[src/rtl/imem_loader.sv]
// Framed byte-stream loader for the writable instruction memory: count, big-endian words, XOR checksum.
// Holds the CPU while a session is active and reports done/err status.
module imem_loader #(
    parameter int unsigned ADDR_W      = 5,
    parameter int unsigned TIMEOUT_CYC = 1000
) (
    input  logic              clk,
    input  logic              rst_n,
    input  logic              start,
    input  logic              in_valid,
    input  logic [7:0]        in_data,
    output logic              in_ready,
    output logic              wr_en,
    output logic [ADDR_W-1:0] wr_addr,
    output logic [31:0]       wr_data,
    output logic              cpu_hold,
    output logic              done,
    output logic              err,
    output logic [ADDR_W:0]   words_loaded
);

    localparam int unsigned DEPTH = 1 << ADDR_W;
    localparam int unsigned CNT_W = ADDR_W + 1;
    localparam int unsigned TMO_W = $clog2(TIMEOUT_CYC + 1);

    typedef enum logic [1:0] {IDLE, COUNT, DATA, CHECK} state_t;

    state_t            state, state_d;
    logic [1:0]        byte_idx, byte_idx_d;
    logic [CNT_W-1:0]  word_idx, word_idx_d;
    logic [CNT_W-1:0]  cnt_n, cnt_n_d;
    logic [7:0]        csum, csum_d;
    logic [23:0]       asm_word, asm_word_d;
    logic [TMO_W-1:0]  tmo_cnt, tmo_cnt_d;
    logic              wr_en_d, done_d, err_d;
    logic [ADDR_W-1:0] wr_addr_d;
    logic [31:0]       wr_data_d;
    logic [CNT_W-1:0]  words_d;
    logic              accept;

    // Stream-facing status is a pure decode of the state register.
    assign in_ready = (state != IDLE);
    assign cpu_hold = (state != IDLE);
    assign accept   = in_valid && in_ready;

    always_ff @(posedge clk or negedge rst_n) begin
        if (!rst_n) begin
            state        <= IDLE;
            byte_idx     <= '0;
            word_idx     <= '0;
            cnt_n        <= '0;
            csum         <= '0;
            asm_word     <= '0;
            tmo_cnt      <= '0;
            wr_en        <= 1'b0;
            wr_addr      <= '0;
            wr_data      <= '0;
            done         <= 1'b0;
            err          <= 1'b0;
            words_loaded <= '0;
        end else begin
            state        <= state_d;
            byte_idx     <= byte_idx_d;
            word_idx     <= word_idx_d;
            cnt_n        <= cnt_n_d;
            csum         <= csum_d;
            asm_word     <= asm_word_d;
            tmo_cnt      <= tmo_cnt_d;
            wr_en        <= wr_en_d;
            wr_addr      <= wr_addr_d;
            wr_data      <= wr_data_d;
            done         <= done_d;
            err          <= err_d;
            words_loaded <= words_d;
        end
    end

    always_comb begin
        state_d    = state;
        byte_idx_d = byte_idx;
        word_idx_d = word_idx;
        cnt_n_d    = cnt_n;
        csum_d     = csum;
        asm_word_d = asm_word;
        tmo_cnt_d  = tmo_cnt;
        wr_en_d    = 1'b0;
        wr_addr_d  = wr_addr;
        wr_data_d  = wr_data;
        done_d     = 1'b0;
        err_d      = err;
        words_d    = words_loaded;

        if (state == IDLE) begin
            if (start) begin
                state_d    = COUNT;
                err_d      = 1'b0;
                words_d    = '0;
                csum_d     = '0;
                byte_idx_d = '0;
                word_idx_d = '0;
                asm_word_d = '0;
                tmo_cnt_d  = '0;
            end
        end else if (accept) begin
            // An accept always wins over a coincident timeout.
            tmo_cnt_d = '0;
            case (state)
                COUNT: begin
                    csum_d = csum ^ in_data;
                    if (32'(in_data) > DEPTH) begin
                        err_d   = 1'b1;
                        done_d  = 1'b1;
                        state_d = IDLE;
                    end else begin
                        cnt_n_d = CNT_W'(in_data);
                        state_d = (in_data == 8'd0) ? CHECK : DATA;
                    end
                end
                DATA: begin
                    csum_d     = csum ^ in_data;
                    byte_idx_d = byte_idx + 2'd1;
                    asm_word_d = {asm_word[15:0], in_data};
                    if (byte_idx == 2'd3) begin
                        wr_en_d    = 1'b1;
                        wr_addr_d  = word_idx[ADDR_W-1:0];
                        wr_data_d  = {asm_word, in_data};
                        word_idx_d = word_idx + CNT_W'(1);
                        words_d    = words_loaded + CNT_W'(1);
                        if (word_idx + CNT_W'(1) == cnt_n) begin
                            state_d = CHECK;
                        end
                    end
                end
                CHECK: begin
                    done_d  = 1'b1;
                    err_d   = (in_data != csum);
                    state_d = IDLE;
                end
                default: state_d = IDLE;
            endcase
        end else if (tmo_cnt == TMO_W'(TIMEOUT_CYC - 1)) begin
            // Partial word in asm_word is simply dropped.
            tmo_cnt_d = '0;
            err_d     = 1'b1;
            done_d    = 1'b1;
            state_d   = IDLE;
        end else begin
            tmo_cnt_d = tmo_cnt + TMO_W'(1);
        end
    end

endmodule

[config.mk]
export PLATFORM = sky130hd
export DESIGN_NAME = imem_loader
export DESIGN_NICKNAME = d
export VERILOG_FILES = /design/src/rtl/imem_loader.sv
export SDC_FILE = /design/constraint.sdc
export NUM_CORES = 1
export LEC_CHECK = 0
export CELL_PAD_IN_SITES_DETAIL_PLACEMENT = 0
export CELL_PAD_IN_SITES_GLOBAL_PLACEMENT = 1
export CORE_ASPECT_RATIO = 0.9
export CORE_MARGIN = 2
export CORE_UTILIZATION = 30
export CTS_CLUSTER_DIAMETER = 120
export CTS_CLUSTER_SIZE = 28
export DETAILED_ROUTE_END_ITERATION = 10
export PLACE_DENSITY = 0.59
export SLEW_MARGIN = 20
export SYNTH_ARGS = -nofsm -noshare
export SYNTH_HDL_FRONTEND = slang
export SYNTH_SLANG_ARGS = --single-unit
[constraint.sdc]
create_clock -name clk -period 3.5 [get_ports clk]
set_input_delay 0.7 -clock clk [delete_from_list [all_inputs] [get_ports clk]]
set_output_delay 0.7 -clock clk [all_outputs]
set_load 0.02 [all_outputs]
# Word-level counts from Yosys, hierarchy flattened
# Index checks and enable logic that the tools add are counted.
# word_totals
latchBits	0
inputBits	12
ff_bits	104
output_inout_bits	48
mem_bits_rw	0
wordCells	99
memories	0
romBits	0
# classes
bitwise	3
shift	0
div	0
reduce_logical	17
eq_ne	12
n_mux	49
n_mul	0
n_addsub	4
magnitude_cmp	1
# op_table
cell	count
$mux W24	4
$mux W6	9
$mux W10	4
$mux W8	4
$mux W2	11
$reduce_and A4 Y1	5
$mux W1	14
$add A6 B1 Y6 const B	2
$ne A4 B4 Y1 const B	3
$add A10 B1 Y10 const B	1
$eq A10 B10 Y1 const B	1
$reduce_bool A2 Y1	5
$gt A8 B6 Y1 const B	1
$logic_not A8 Y1	1
$ne A8 B8 Y1	1
$xor A8 B8 Y8	1
$eq A2 B2 Y1 const B	3
$eq A6 B6 Y1	1
$reduce_and A3 Y1	2
$ne A4 B1 Y1 const B	1
$pmux W1 S2	2
$pmux W2 S2	1
$reduce_bool A3 Y1	1
$add A2 B1 Y2 const B	1
6 further kinds	7

# Longest topological paths before layout
# logic_depth
ltp_word	7
ltp_mapped	10

# Worst setup path after synthesis
# No wires, ideal clock.
# synth_timing
path_type	input -> register
from	in in_data[2]
to	reg err
required_ps	3372
path_stages	7
setup_slack_ps	1510
arrival_time_ps	1862
cell_sequence	clkbuf_1 -> nor3_1 -> nand2_1 -> nand2_1 -> nand3_1 -> o211ai_1 -> mux2_1
# synth_via
elab_chain_len	4
elab_cells_between_ends	7
classes_between	order compare: 1; eq/ne: 2; mux: 3; reduce/logical: 1
# synth_rtl
item	line_no	rtl
start: declaration	11	input logic [7:0] in_data,
parallel branches: the longest is 4 deep, another holds $gt A8 B6 Y1	n/a	
end signal: assignment	73	err <= err_d;
end: declaration	18	output logic err,
# Several ways; the timed one is not identified.
# A chain may end at the register's enable or synchronous reset.

# Final worst setup path
# layout_timing
from	in in_valid
to	reg err
# layout_via
elab_chain_len	3
elab_cells_between_ends	7
classes_between	eq/ne: 2; mux: 2; reduce/logical: 3
# layout_rtl
item	line_no	rtl
start: declaration	10	input logic in_valid,
$logic_and A1 B1 Y1 (*)	44	assign accept = in_valid && in_ready;
$ne A4 B1 Y1 (no source line) (tied with other cells)	n/a	
$reduce_and A4 Y1 (no source line) / $mux W1 (equally long branches)	n/a	
# Every way passes the cells marked *; elsewhere a longest branch is shown, timed or not.

==> impl_results.md <==
* Worst setup EP type: flop
* Clock Path Buffers at 2
* RSZ-0062 raised after global routing: no
* Measured slew at the worst slew-check pin at 646 ps
* Fin crit share at 71.5%
* Pin count of the biggest net entering global routing at 58
* Clock Skew at 8.21 ps
* Die width at 136 um
* Die Area at 16600 sq um
* Synth cell types at 48
* Fin Setup TNS at 0 ps
* Startpoint Class: input port
* Largest area contributor in the netlist: dfrtp_1
* Starting density of the core at 30.5%
* Path type of the worst min-delay path: input port to async pin
* Clock power share at 34.4%
* VDD IR max at 0.295 mV
* Final hold vios at 0
* Detailed Route WL at 10900 um
* Core Footprint at 15300 sq um
* Register area share after synthesis at 55.7%
* Number of flops mapped to enable cells by yosys at 0
* Reg2Reg Depth at 10
* Cells after Synth at 506
* Avg Synthesized Cell Area at 9.24 sq um
* Worst r2r src: state[1]
* Vias at 3499
* Static Leak at 2.66 nW
* Net Sw Power at 0.892 mW
* R2r setup slk at 1280 ps
* Seq pwr share at 46.2%
* Clk sinks at 104
* Count leader, synth: nand2_1
* Critical Path RT at 3730 ps
* CP delay by family, top: buffers and inverters
* Number of inserted diodes at 0
* Layout cells sized above 1 at 6.44%
* Synth warn at 0
* CP peak stage delay at 830 ps
* Power Total at 3.05 mW
* Buf+Inv Stages, Crit Path at 2
* Post-synth top cells: 196 x nand2_1, 104 x dfrtp_1, 41 x o21ai_0, 20 x nor2_1, 16 x clkbuf_1
* Antenna violations before repair at 0
* Post-CTS Setup Bufs at 0
* Post-route ant nets at 0
* First-pass GRT wire length at 18200 um
* Number of global-route vias before repair at 3426
* DR vias/cell at 4.60
* CTS Buf Count at 9
* Yosys reg bits at 104
* Setup violations, final at 0
* Yosys top cell area share at 55.7%
* Post-layout net count at 574
* Arr. time, crit path at 2730 ps
* Ranking of synthesized cells by area: dfrtp_1 56%, nand2_1 16%, o21ai_0 4.4%
* CP max-delay cell: clkdlybuf4s50_1
* Die Ht at 122 um
* Switching Fraction at 29.3%
* Cell area after synthesis at 4680 sq um
* Drt drc at 0
* Overall routing resource usage at 14.1%
* Tmin final at 2500 ps
* Hpwl dp at 7310 um
* Critical path class: input port to flop
* Initial drt markers at 191
* Post-Syn Nets at 526
* Htree depth at 3
* Root Driver: clkbuf_16
* PD cells at 528 nW/um^2
* CP Cell Sequence: clkdlybuf4s50_1 > inv_1 > nor2_1 > nand3_1 > o211ai_1 > mux2_1
* Worst-path fanout max at 13
* Num rows at 43
* Int Pwr at 2.16 mW
* Placer congestion estimate at 0.750
* Async SR Flop Fraction at 100%
* Fin. max-slew vios at 0
* Slew margin rel. at 56.9%
* Synth Flop Type: dfrtp_1
* Average routed wire per standard cell at 14.3 um
* I/O Buffers at 59
* I/O pins at 60
* Area growth from synthesis to layout at 23.4%
* Drt first pass iters at 4
* Clk slew on worst S/H paths at 70 ps
* CTS tree: built
* F_max at 0.399 GHz
* Status: complete, no violations
* Skew-Pair Late Insertion Delay at 350 ps
* Terminus of the critical flop-to-flop path: word_idx[5]
* Combinational power share at 19.4%
* Grt total ovfl at 0
* Total of max-cap violations at 0
* Post-cts resize count at 0
* Hold-fix buffers, CTS at 0
[flip-flops by register name, summed over array words and instances (netlist names)]
signal	count
wr_data	32
asm_word	24
tmo_cnt	10
csum	8
cnt_n	6
word_idx	6
words_loaded	6
wr_addr	5
byte_idx	2
state	2
done	1
err	1
wr_en	1
[placed cells by master (no fill, tap or decap), types with 2 or more instances in the layout]
cell type / instances
ha_1: 8
a21o_1: 3
clkinv_2: 3
o21ai_0: 41
and2_1: 2
mux2_2: 5
xor2_1: 15
nand2_1: 196
and4_1: 2
nor4_1: 2
a311oi_1: 4
clkbuf_16: 9
dfrtp_1: 104
clkbuf_8: 2
nor3_1: 7
nand3_1: 9
buf_4: 6
inv_1: 4
nand2b_1: 3
nand4_1: 6
nor2_1: 20
clkdlybuf4s50_1: 58
a21oi_1: 9
xnor2_1: 13
[cell families (layout without fill, tap and decap cells)]
| logic type | count (synthesis) | in the layout | share of synthesized area [%] |
|---|---|---|---|
| adder cells (fa/ha/maj) | 8 | 8 | 2.14 |
| AO/OA/AOI/OAI | 71 | 71 | 9.55 |
| flip-flops | 104 | 104 | 55.7 |
| multiplexers | 7 | 7 | 1.66 |
| AND/OR/NAND/NOR | 254 | 254 | 22.3 |
| XOR/XNOR | 29 | 29 | 5.83 |
| buffers and inverters | 33 | 86 | 2.81 |
[layout make-up]
class / instances / area, sq um
fill: 1565 / 9570
sequential: 104 / 2600
multi-input combinational: 369 / 1940
timing repair buffer: 65 / 646
clock buffer: 11 / 253
tap: 202 / 253
clock inverter: 5 / 53.8
inverter: 5 / 18.8
[routing by layer]
layer,up-vias,global-route usage [%],routed length (um)
li1,1754,-,-
met1,1681,20.3,5650
met2,58,21.0,4670
met3,6,4.13,464
met4,0,3.58,110
met5,-,0,0
[worst max path at each step]
stage	from	endpoint	slack, ps	cells after the start
global route	in_valid	err	820	6
floorplan	in_data[2]	err	1510	7
CTS	state[1]	cpu_hold	970	4
global placement	in_valid	word_idx[5]	710	8
finish	in_valid	err	1000	6
detailed placement	in_valid	word_idx[5]	640	8
[stage by stage]
| stage | instances | hold WS, ps | setup slack, ps | area, sq um | util (%) |
|---|---|---|---|---|---|
| global placement | 745 | 457 | 708 | 5460 | 35.6 |
| global route | 761 | 423 | 822 | 5770 | 37.6 |
| detailed placement | 745 | 463 | 638 | 5460 | 35.6 |
| floorplan | 506 | 404 | 1510 | 4680 | - |
| finish | 761 | 369 | 996 | 5770 | 37.6 |
| CTS | 761 | 403 | 969 | 5770 | 37.6 |
[power by group through the flow]
| stage | Clock, mW | Combinational (mW) | Sequential (mW) |
|---|---|---|---|
| after floorplan | 0 | 0.412 | 1.42 |
| after global placement | 0 | 0.598 | 1.43 |
| after detailed placement | 0 | 0.601 | 1.43 |
| after CTS | 1.09 | 0.605 | 1.41 |
| after global routing | 1.14 | 0.666 | 1.43 |
| final | 1.05 | 0.591 | 1.41 |
No activity file was read; power rests on OpenSTA's default activity.
